## src/rtl/grass_pixel_fetch_if.sv

```systemverilog
// Sprite/palette ROM read bus between grass_pixel_fetch (master) and its two ROMs (slave).
// Both ROMs return data one Clk after the address is presented.
interface grass_pixel_fetch_if #(
  parameter int unsigned ADDR_W = 14,
  parameter int unsigned IDX_W  = 4
);
  logic [ADDR_W-1:0] rom_addr;
  logic [IDX_W-1:0]  rom_data;
  logic [IDX_W-1:0]  pal_addr;
  logic [23:0]       pal_data;

  modport master (
    output rom_addr,
    output pal_addr,
    input  rom_data,
    input  pal_data
  );

  modport slave (
    input  rom_addr,
    input  pal_addr,
    output rom_data,
    output pal_data
  );
endinterface

```

## src/rtl/grass_pixel_fetch.sv

```systemverilog
// Grass sprite pixel fetch: palette load FSM plus a 2-cycle ROM -> palette -> RGB pipeline.
// Optional GRASS_PAL_RELOAD_EN: reload the palette on each rising edge of frame_clk.
module grass_pixel_fetch #(
  parameter int unsigned ADDR_W    = 14,
  parameter int unsigned IDX_W     = 4,
  parameter int unsigned PAL_DEPTH = 16,
  parameter logic [23:0] BG_COLOR  = 24'h3CBCFC
) (
  input  logic              Clk,
  input  logic              Reset,
  input  logic              frame_clk,
  input  logic [9:0]        DrawX,
  input  logic [9:0]        DrawY,
  input  logic              is_grass,
  input  logic [ADDR_W-1:0] grass_addr,
  grass_pixel_fetch_if.master rom,
  output logic              ready,
  output logic [9:0]        pix_X,
  output logic [9:0]        pix_Y,
  output logic              grass_opaque,
  output logic [7:0]        VGA_R,
  output logic [7:0]        VGA_G,
  output logic [7:0]        VGA_B
);

  localparam int unsigned CntW = $clog2(PAL_DEPTH + 1);

  typedef enum logic [0:0] {StLoad, StRun} state_e;

  state_e             state_q;
  logic [CntW-1:0]    cnt_q;
  logic [23:0]        palette_q [PAL_DEPTH];
  logic [IDX_W-1:0]   wr_idx;
  logic [IDX_W-1:0]   pal_next;
  logic               reload;

  logic               s1_grass_q, s2_grass_q;
  logic [9:0]         s1_x_q, s1_y_q, s2_x_q, s2_y_q;
  logic [23:0]        rgb_q;
  logic               opaque_d;

`ifdef GRASS_PAL_RELOAD_EN
  logic fc_meta_q, fc_sync_q, fc_prev_q;

  always_ff @(posedge Clk or negedge Reset) begin
    if (!Reset) begin
      fc_meta_q <= 1'b0;
      fc_sync_q <= 1'b0;
      fc_prev_q <= 1'b0;
    end else begin
      fc_meta_q <= frame_clk;
      fc_sync_q <= fc_meta_q;
      fc_prev_q <= fc_sync_q;
    end
  end

  assign reload = fc_sync_q & ~fc_prev_q;
`else
  logic unused_frame_clk;
  assign unused_frame_clk = frame_clk;
  assign reload = 1'b0;
`endif

  // Palette data lags pal_addr by one cycle, so entry counter-1 is written each LOAD cycle.
  assign wr_idx   = IDX_W'(cnt_q - 1'b1);
  assign pal_next = (cnt_q >= CntW'(PAL_DEPTH - 1)) ? IDX_W'(PAL_DEPTH - 1)
                                                    : IDX_W'(cnt_q + 1'b1);

  always_ff @(posedge Clk or negedge Reset) begin
    if (!Reset) begin
      state_q      <= StLoad;
      cnt_q        <= '0;
      ready        <= 1'b0;
      rom.pal_addr <= '0;
      for (int i = 0; i < int'(PAL_DEPTH); i++) palette_q[i] <= '0;
    end else begin
      unique case (state_q)
        StLoad: begin
          if (cnt_q != '0) palette_q[wr_idx] <= rom.pal_data;
          if (cnt_q == CntW'(PAL_DEPTH)) begin
            state_q <= StRun;
            ready   <= 1'b1;
          end else begin
            cnt_q        <= cnt_q + 1'b1;
            rom.pal_addr <= pal_next;
          end
        end
        StRun: begin
          if (reload) begin
            state_q      <= StLoad;
            cnt_q        <= '0;
            ready        <= 1'b0;
            rom.pal_addr <= '0;
          end
        end
        default: state_q <= StLoad;
      endcase
    end
  end

  assign opaque_d = (state_q == StRun) && s2_grass_q && (rom.rom_data != '0);

  // s1 aligns with the ROM address register, s2 with the returning ROM data.
  always_ff @(posedge Clk or negedge Reset) begin
    if (!Reset) begin
      rom.rom_addr <= '0;
      s1_grass_q   <= 1'b0;
      s1_x_q       <= '0;
      s1_y_q       <= '0;
      s2_grass_q   <= 1'b0;
      s2_x_q       <= '0;
      s2_y_q       <= '0;
      pix_X        <= '0;
      pix_Y        <= '0;
      grass_opaque <= 1'b0;
      rgb_q        <= BG_COLOR;
    end else begin
      rom.rom_addr <= is_grass ? grass_addr : '0;
      s1_grass_q   <= is_grass;
      s1_x_q       <= DrawX;
      s1_y_q       <= DrawY;
      s2_grass_q   <= s1_grass_q;
      s2_x_q       <= s1_x_q;
      s2_y_q       <= s1_y_q;
      pix_X        <= s2_x_q;
      pix_Y        <= s2_y_q;
      grass_opaque <= opaque_d;
      rgb_q        <= opaque_d ? palette_q[rom.rom_data] : BG_COLOR;
    end
  end

  assign {VGA_R, VGA_G, VGA_B} = rgb_q;

endmodule

```

## src/flat_wrapper.sv

```systemverilog
// flat-port wrapper written by rule: the top's interface ports become plain ports
module grass_pixel_fetch_flat 
#(
  parameter int unsigned ADDR_W    = 14,
  parameter int unsigned IDX_W     = 4,
  parameter int unsigned PAL_DEPTH = 16,
  parameter logic [23:0] BG_COLOR  = 24'h3CBCFC
)
  (Clk, Reset, frame_clk, DrawX, DrawY, is_grass, grass_addr, ready, pix_X, pix_Y, grass_opaque, VGA_R, VGA_G, VGA_B, rom_rom_addr, rom_pal_addr, rom_rom_data, rom_pal_data);
  grass_pixel_fetch_if #(.ADDR_W(ADDR_W), .IDX_W(IDX_W)) rom_i ();
  input  logic Clk;
  input  logic Reset;
  input  logic frame_clk;
  input  logic [9:0] DrawX;
  input  logic [9:0] DrawY;
  input  logic is_grass;
  input  logic [ADDR_W-1:0] grass_addr;
  output logic ready;
  output logic [9:0] pix_X;
  output logic [9:0] pix_Y;
  output logic grass_opaque;
  output logic [7:0] VGA_R;
  output logic [7:0] VGA_G;
  output logic [7:0] VGA_B;
  output wire logic [$bits(rom_i.rom_addr)-1:0] rom_rom_addr;
  output wire logic [$bits(rom_i.pal_addr)-1:0] rom_pal_addr;
  input wire logic [$bits(rom_i.rom_data)-1:0] rom_rom_data;
  input wire logic [$bits(rom_i.pal_data)-1:0] rom_pal_data;
  assign rom_rom_addr = rom_i.rom_addr;
  assign rom_pal_addr = rom_i.pal_addr;
  assign rom_i.rom_data = rom_rom_data;
  assign rom_i.pal_data = rom_pal_data;
  grass_pixel_fetch #(.ADDR_W(ADDR_W), .IDX_W(IDX_W), .PAL_DEPTH(PAL_DEPTH), .BG_COLOR(BG_COLOR)) u_core (.Clk(Clk), .Reset(Reset), .frame_clk(frame_clk), .DrawX(DrawX), .DrawY(DrawY), .is_grass(is_grass), .grass_addr(grass_addr), .rom(rom_i), .ready(ready), .pix_X(pix_X), .pix_Y(pix_Y), .grass_opaque(grass_opaque), .VGA_R(VGA_R), .VGA_G(VGA_G), .VGA_B(VGA_B));
endmodule
```

## config.mk

```make
export PLATFORM = sky130hd
export DESIGN_NAME = grass_pixel_fetch_flat
export DESIGN_NICKNAME = d
export VERILOG_FILES = /design/src/rtl/grass_pixel_fetch_if.sv /design/src/rtl/grass_pixel_fetch.sv /design/src/flat_wrapper.sv
export SDC_FILE = /design/constraint.sdc
export NUM_CORES = 1
export LEC_CHECK = 0
export BUFFER_PORTS_ARGS = -buffer_cell sky130_fd_sc_hd__clkbuf_2
export CAP_MARGIN = 20
export CORE_MARGIN = 4
export CORE_UTILIZATION = 45
export DETAILED_ROUTE_END_ITERATION = 12
export GPL_ROUTABILITY_DRIVEN = 1
export SKIP_CTS_REPAIR_TIMING = 1
export SYNTH_ARGS = -nofsm -noshare
export SYNTH_HDL_FRONTEND = slang
export SYNTH_SLANG_ARGS = --single-unit
export TNS_END_PERCENT = 30
```

## constraint.sdc

```tcl
create_clock -name Clk -period 2.3 [get_ports Clk]
set_clock_uncertainty 0.1 [all_clocks]
set_input_delay 0.23 -clock Clk [delete_from_list [all_inputs] [get_ports Clk]]
set_output_delay 0.23 -clock Clk [all_outputs]
set_load 0.01 [all_outputs]
```

==> metrics.md, run 1 <==
| Metric | Value |
|---|---|
| Outcome | finished, violations left |
| Failing checks | negative setup slack |
| Hold path depth | 2 |
| Worst path top cell family by delay | simple AND/OR/NAND/NOR gates |
| Core Area | 45,600 sq um |
| Least-Margin Pin Slew | around 0.77 ns |
| Clk slew on worst S/H paths | 0.06 ns |
| FF-to-FF setup slack | -0.23 ns |
| Initial Utilization | 45.8% |
| Multi-input gate area | approximately 8300 sq um |
| Vias | between 10,000 and 15,000 |
| Hold endpoint | u_core.palette_q[13] |
| Drt first pass iters | 4 |
| H-tree levels | 2 |
| Leakage power | ~11 nW |
| Worst Path Max Fanout | 6 |
| Drt via density | 5.46 |
| GRT overflow | 0 |
| Setup Viol. Count Final | 192 |
| Pwr per Cell Area | 753 nW/um^2 |
| Synth unique cells | between 40 and 50 |
| Cell area after layout | ~26,000 sq um |
| CP Buf/Inv Count | 4 |
| 1st-iter DRT viols | 672 |
| Worst path required time | 2.67 ns |
| Fillcell total | 3,454 |
| Die area | 49,900 sq um |
| Syn Inst Count | 1,284 |
| TritonCTS Buffers | 54 |
| Largest net degree at the start of global routing | 79 |
| Switching pwr | approximately 4.5 mW |
| Depth of the most critical reg-to-reg path | 9 |
| Site Rows | 78 |
| Port-buffer cells | 128 |
| Clock share of power | roughly 44% |
| Seq/Total Area, Yosys | 59.6% |
| FF-to-FF Start | u_core.cnt_q[0] |
| Syn avg cell area | 16.3 sq um |
| Synth Register Bits | 496 |
| Pins Over Slew Limit | 0 |
| All-Layer GR Usage | slightly below 20% |
| Startpoint Class | register |
| Wirelength per Cell | 23.5 microns |
| P_int | 15.3 mW |
| Die X | 223 microns |
| Die Span Y | 223 microns |
| Clk sink count | ~500 |
| Max Root-Sink Buffers | 3 |
| VDD IR max | between 0.0005 and 0.0006 V |
| Dpl cell area | between 20,000 and 25,000 sq um |
| Syn-to-layout area delta | 25.9% |
| Crit Path Category | reg -> reg |
| Fraction of layout cells with a size suffix above 1 | 53.5% |
| Hold WC Path Type | in -> reg |
| Setup WS post-layout | -0.230 ns |
| Endpoint class of the critical path | register |
| Crit-path most repeated cell | buf_6 |
| Mapped Nets | 1,357 |
| Crit path time final | 2.53 ns |
| Antenna violations before repair | 2 |
| Slowest cell on the critical path | or4b_4 |
| DP HPWL | 29.6 mm |
| Worst Path Arrival | slightly below 3 ns |
| First-pass GRT wire length | 74.9 mm |
| CTS root buf | clkbuf_16 |
| Slowest cell delay on critical path | roughly 0.53 ns |
| Final core utilization | 57.6% |
| Hold path start | rom_pal_data[13] |
| Nets | ~1,600 |
| Drt total wl | 52.0 mm |
| RD Place Congestion | ~0.76 |
| Vias in the first global route | 12,600 |
| Post-route DRC | 0 |
| Max_cap viols | 0 |
| Final ANT Viol Nets | 0 |
| Clk_lat worst skew | about 0.60 ns |
| Endpoints failing hold | 0 |
| Register area | 12,400 sq um |
| Io pins | 130 |
| Sw Ratio | 22.6% |
| Flop pwr share | approximately 48% |
| RSZ-0062 raised after global routing | true |
| Rel. slew slack | 48.4% |
| Critical Path, Cell by Cell | inv_2, buf_6, ha_4, or4b_4, nand3_4, buf_6, o21bai_4, clkbuf_16, mux2_2 |
| Synth Warn # | 0 |
| CTS tree | yes |
| Post-synthesis cell area | 20,900 sq um |
| Final period util | 110% |
| Comb power frac | 8.0% |
| RR Endpoint | u_core.palette_q[80] |
| Pwr Total | 19.8 mW |
| Highest clock rate | 395 MHz |
-- metal layers --
| layer | global-route usage (%) | up-vias | part of all wire (%) | wire length [microns] |
|---|---|---|---|---|
| met2 | 30.7 | 247 | 48 | 24900 |
| li1 | - | 5291 | - | - |
| met4 | 4.49 | 2 | 1.9 | 1010 |
| met1 | 27.9 | 6452 | 45 | 23300 |
| met3 | 3.38 | 67 | 5.4 | 2830 |
| met5 | 0 | - | 0.015 | 8 |
-- per-stage QoR --
step	setup slack [ns]	hold slack (ns)	setup TNS [ns]	cells
3_3_place_gp	-0.443	0.0611	-107.32	2016
4_1_cts	-0.514	-0.589	-124.73	2117
3_5_place_dp	-0.495	0.0612	-116.92	2016
5_1_grt	-0.268	0.0134	-35.11	2207
6_report	-0.230	0.00533	-24.97	2209
2_1_floorplan	-0.0366	-0.166	-2.09	1284
-- synth_stat cells, drive strengths merged --
library cell	count	area share, %
dfrtp	481	58
mux2	399	22
mux4	78	8.4
mux2i	60	2.9
buf	55	1.8
clkbuf	41	0.74
a21oi	31	0.98
a22oi	19	0.68
o21ai	17	0.43
and2	15	0.45
dfstp	15	1.9
nor2	13	0.23
a211oi	9	0.32
ha	7	0.42
inv	7	0.13
nand3	4	0.096
o21bai	4	0.20
a31oi	3	0.090
nand2	3	0.054
o22a	3	0.13
nor2b	2	0.060
o311ai	2	0.12
xnor2	2	0.084
a2111o	1	0.054
a211o	1	0.084
a41o	1	0.048
a41oi	1	0.078
and3	1	0.030
and3b	1	0.042
nand2b	1	0.030
nor3	1	0.024
nor3b	1	0.036
nor4	1	0.030
or2	1	0.030
or3	1	0.054
or4b	1	0.048
xor2	1	0.042
-- worst register-to-register path, stage by stage (launching register included) --
cell	delay, ns
dfrtp_1	0.38
inv_2	0.08
buf_6	0.11
ha_4	0.13
or4b_4	0.54
nand3_4	0.16
buf_6	0.12
o21bai_4	0.20
clkbuf_16	0.25
mux2_2	0.34
-- state kept, by name, indices dropped and copies added (netlist names), 4 cells and up --
signal / count
u_core.cnt_q: 5
u_core.palette_q: 384
u_core.pix_X: 10
u_core.pix_Y: 10
u_core.rgb_q: 24
u_core.rom.pal_addr: 4
u_core.rom.rom_addr: 14
u_core.s1_x_q: 10
u_core.s1_y_q: 10
u_core.s2_x_q: 10
u_core.s2_y_q: 10
-- power groups by stage --
stage	clock network, mW	registers [mW]	logic, mW
finish	8.80	9.40	1.59
global route	9.38	9.45	1.75
CTS	9.03	9.40	1.52
detailed placement	0	9.55	1.52
global placement	0	9.53	1.49
floorplan	0	9.53	0.857
-- worst max path at each step --
stage,from,endpoint,slack (ns),cells past startpoint
3_3_place_gp,u_core.cnt_q[0],u_core.palette_q[250],-0.44,7
6_report,u_core.cnt_q[0],u_core.palette_q[80],-0.23,9
2_1_floorplan,u_core.cnt_q[1],u_core.palette_q[40],-0.04,7
5_1_grt,u_core.cnt_q[0],u_core.palette_q[80],-0.27,9
4_1_cts,u_core.cnt_q[0],u_core.palette_q[260],-0.51,7
3_5_place_dp,u_core.cnt_q[0],u_core.palette_q[261],-0.50,7
-- cells in the final DEF, fill, tap and decap left out, types with 3 or more instances in the layout --
cell | Yosys | final
a211oi_1 | 9 | 9
a21oi_1 | 26 | 26
a21oi_4 | 4 | 4
a22oi_1 | 19 | 19
and2_1 | 15 | 15
buf_12 | 0 | 49
buf_4 | 6 | 72
buf_6 | 14 | 13
bufinv_16 | 0 | 5
clkbuf_1 | 41 | 17
clkbuf_16 | 0 | 57
clkbuf_2 | 0 | 124
clkbuf_8 | 0 | 12
clkinv_2 | 0 | 9
dfrtp_1 | 481 | 481
dfstp_2 | 15 | 15
dlygate4sd3_1 | 0 | 50
ha_1 | 7 | 6
inv_1 | 7 | 5
mux2_1 | 19 | 17
mux2_2 | 380 | 331
mux2_4 | 0 | 51
mux2i_1 | 60 | 60
mux4_2 | 78 | 78
nand2_1 | 3 | 3
nand3_4 | 0 | 3
nor2_1 | 13 | 4
nor2_4 | 0 | 13
o21ai_0 | 16 | 16
o21bai_4 | 0 | 4
o22a_1 | 3 | 3
-- area by class of cell --
cell class,instances,share of cell area (%)
antenna,2,0.0191
clock buffer,83,6.02
clock inverter,18,0.900
inverter,7,0.100
multi-input combinational,690,31.7
sequential,496,47.3
tap,600,2.86
timing repair buffer,313,11.1
-- kinds of logic after synthesis --
family / Yosys count / synth area share (%)
multiplexers: 537 / 32.8
buffers and inverters: 103 / 2.64
XOR/XNOR: 3 / 0.126
AND/OR/NAND/NOR: 46 / 1.22
flip-flops: 496 / 59.6
adder cells (fa/ha/maj): 7 / 0.420
AO/OA/AOI/OAI: 92 / 3.21
(Power assumes the default switching activity.)
==> inputs of run 2 (changes only) <==
Settings changed: PLACE_DENSITY set to 0.61.
==> metrics.md, run 2 (synthesis gave the netlist of run 1 again) <==
| Metric | Value |
|---|---|
| Vias | between 10,000 and 15,000 |
| Least-Margin Pin Slew | approximately 0.99 ns |
| H-tree levels | 2 |
| Setup WS post-layout | -0.183 ns |
| CTS tree | yes |
| Max Root-Sink Buffers | 3 |
| Initial Utilization | 45.8% |
| Max_cap viols | 0 |
| Drt total wl | 50.6 mm |
| Crit Path Category | reg -> reg |
| Site Rows | 78 |
| Die Span Y | between 200 and 250 microns |
| Top flop regs | u_core.palette_q: 384 flops, u_core.rgb_q: 24 flops, u_core.rom.rom_addr: 14 flops |
| VDD IR max | 0.000590 V |
| Fillcell total | 3,485 |
| Final core utilization | 57.6% |
| Clk_lat worst skew | 0.59 ns |
| Syn-to-layout area delta | 25.8% |
| Hold path depth | 2 |
| Fraction of layout cells with a size suffix above 1 | between 50% and 60% |
| Core Area | 45,600 sq um |
| Rel. slew slack | between 30% and 40% |
| DP HPWL | between 30 and 40 mm |
| RR Endpoint | u_core.palette_q[185] |
| Clk sink count | roughly 500 |
| Most frequent cells in the layout | 481 x dfrtp_1, 315 x mux2_2, 124 x clkbuf_2, 78 x mux4_2, 70 x mux2_4 |
| CTS root buf | clkbuf_16 |
| GRT overflow | 0 |
| Worst path required time | 2.67 ns |
| All-Layer GR Usage | 19.4% |
| TritonCTS Buffers | 52 |
| Leakage power | 11.3 nW |
| Final period util | 108% |
| Nets | 1,618 |
| Slowest cell delay on critical path | 0.41 ns |
| Crit-path most repeated cell | buf_6 |
| Slowest cell on the critical path | or3_4 |
| Depth of the most critical reg-to-reg path | 8 |
| Worst Path Arrival | 2.86 ns |
| Vias in the first global route | roughly 13,000 |
| Final antenna diode count | 0 |
| Placed instance count | 2,008 |
| RD Place Congestion | roughly 0.74 |
| Final ANT Viol Nets | 0 |
| Drt via density | 5.46 |
| Worst Path Max Fanout | 9 |
| Worst path top cell family by delay | buffers and inverters |
| Pwr Total | 19.8 mW |
| Critical Path, Cell by Cell | buf_6, or3_4, buf_6, a211o_4, a21oi_4, buf_12, clkbuf_16, mux2_2 |
| Die X | ~220 microns |
| Port-buffer cells | 128 |
| Drt first pass iters | 5 |
| Highest clock rate | roughly 400 MHz |
| Io pins | 130 |
| Clk slew on worst S/H paths | 0.06 ns |
| Hold WC Path Type | in -> reg |
| 1st-iter DRT viols | 616 |
| Pwr per Cell Area | 753 nW/um^2 |
| Hold Slack | 0.00920 ns |
| First-pass GRT wire length | 75.3 mm |
| Max reg flops | approximately 380 |
| Endpoints failing hold | 0 |
| Commonest non-fill, non-tap cell in the layout | dfrtp_1 |
| Hold endpoint | u_core.palette_q[21] |
| Post-route DRC | 0 |
| RSZ-0062 raised after global routing | true |
| Outcome | finished, violations left |
| Total Negative Setup Slacks | -20.93 ns |
| Final std cells w/o fill | 2,186 |
| Antenna violations before repair | 1 |
| Failing checks | negative setup slack |
| Largest Register | u_core.palette_q |
| Die area | 49,900 sq um |
| Setup Viol. Count Final | 206 |
| Crit path time final | 2.48 ns |
| FF-to-FF setup slack | -0.18 ns |
| Pins Over Slew Limit | 0 |
| Hold path start | rom_pal_data[21] |
| Largest net degree at the start of global routing | 67 |
| Endpoint class of the critical path | register |
| CP Buf/Inv Count | 4 |
| Wirelength per Cell | 23.1 microns |
| Startpoint Class | register |
| FF-to-FF Start | u_core.cnt_q[0] |
## run 2: worst max-delay path by stage
stage | from | endpoint | slack [ns] | depth (start not counted)
after floorplan | u_core.cnt_q[1] | u_core.palette_q[40] | -0.04 | 7
after global placement | u_core.cnt_q[0] | u_core.palette_q[354] | -0.49 | 7
after detailed placement | u_core.cnt_q[0] | u_core.palette_q[358] | -0.55 | 7
after CTS | u_core.cnt_q[0] | u_core.palette_q[351] | -0.57 | 7
after global routing | u_core.cnt_q[1] | u_core.palette_q[66] | -0.25 | 10
final | u_core.cnt_q[0] | u_core.palette_q[185] | -0.18 | 8
## run 2: area by class of cell
class	count	area (sq um)	share of cell area, %
clock buffer	77	1520	5.77
clock inverter	18	298	1.13
inverter	7	26.3	0.100
multi-input combinational	687	8360	31.8
sequential	496	12400	47.3
tap	600	751	2.86
timing repair buffer	301	2880	11.0
## run 2: report_power, final
group | leakage [nW] | total (mW) | switching, mW | internal (mW)
registers | 5.78 | 9.40 | 0.204 | 9.20
logic | 4.58 | 1.60 | 0.758 | 0.838
clock network | 0.890 | 8.77 | 3.42 | 5.35
## run 2: routing by layer
layer	global-route usage [%]	wire length, microns	vias up
met5	0	0	-
met4	5.19	1120	0
met3	3.76	2710	72
met2	31.4	24400	258
met1	27.1	22400	6365
li1	-	-	5247
## run 2: worst register-to-register path, stage by stage, from the launching register on
cell and delay [ns]:
dfrtp_1 0.40, buf_6 0.14, or3_4 0.41, buf_6 0.13
a211o_4 0.37, a21oi_4 0.16, buf_12 0.14, clkbuf_16 0.18
mux2_2 0.34
## run 2: stage by stage
stage	area (sq um)	worst slack, ns
after CTS	24800	-0.566
after floorplan	20900	-0.0366
after global placement	23000	-0.493
after detailed placement	23000	-0.554
after global routing	26300	-0.251
final	26300	-0.183
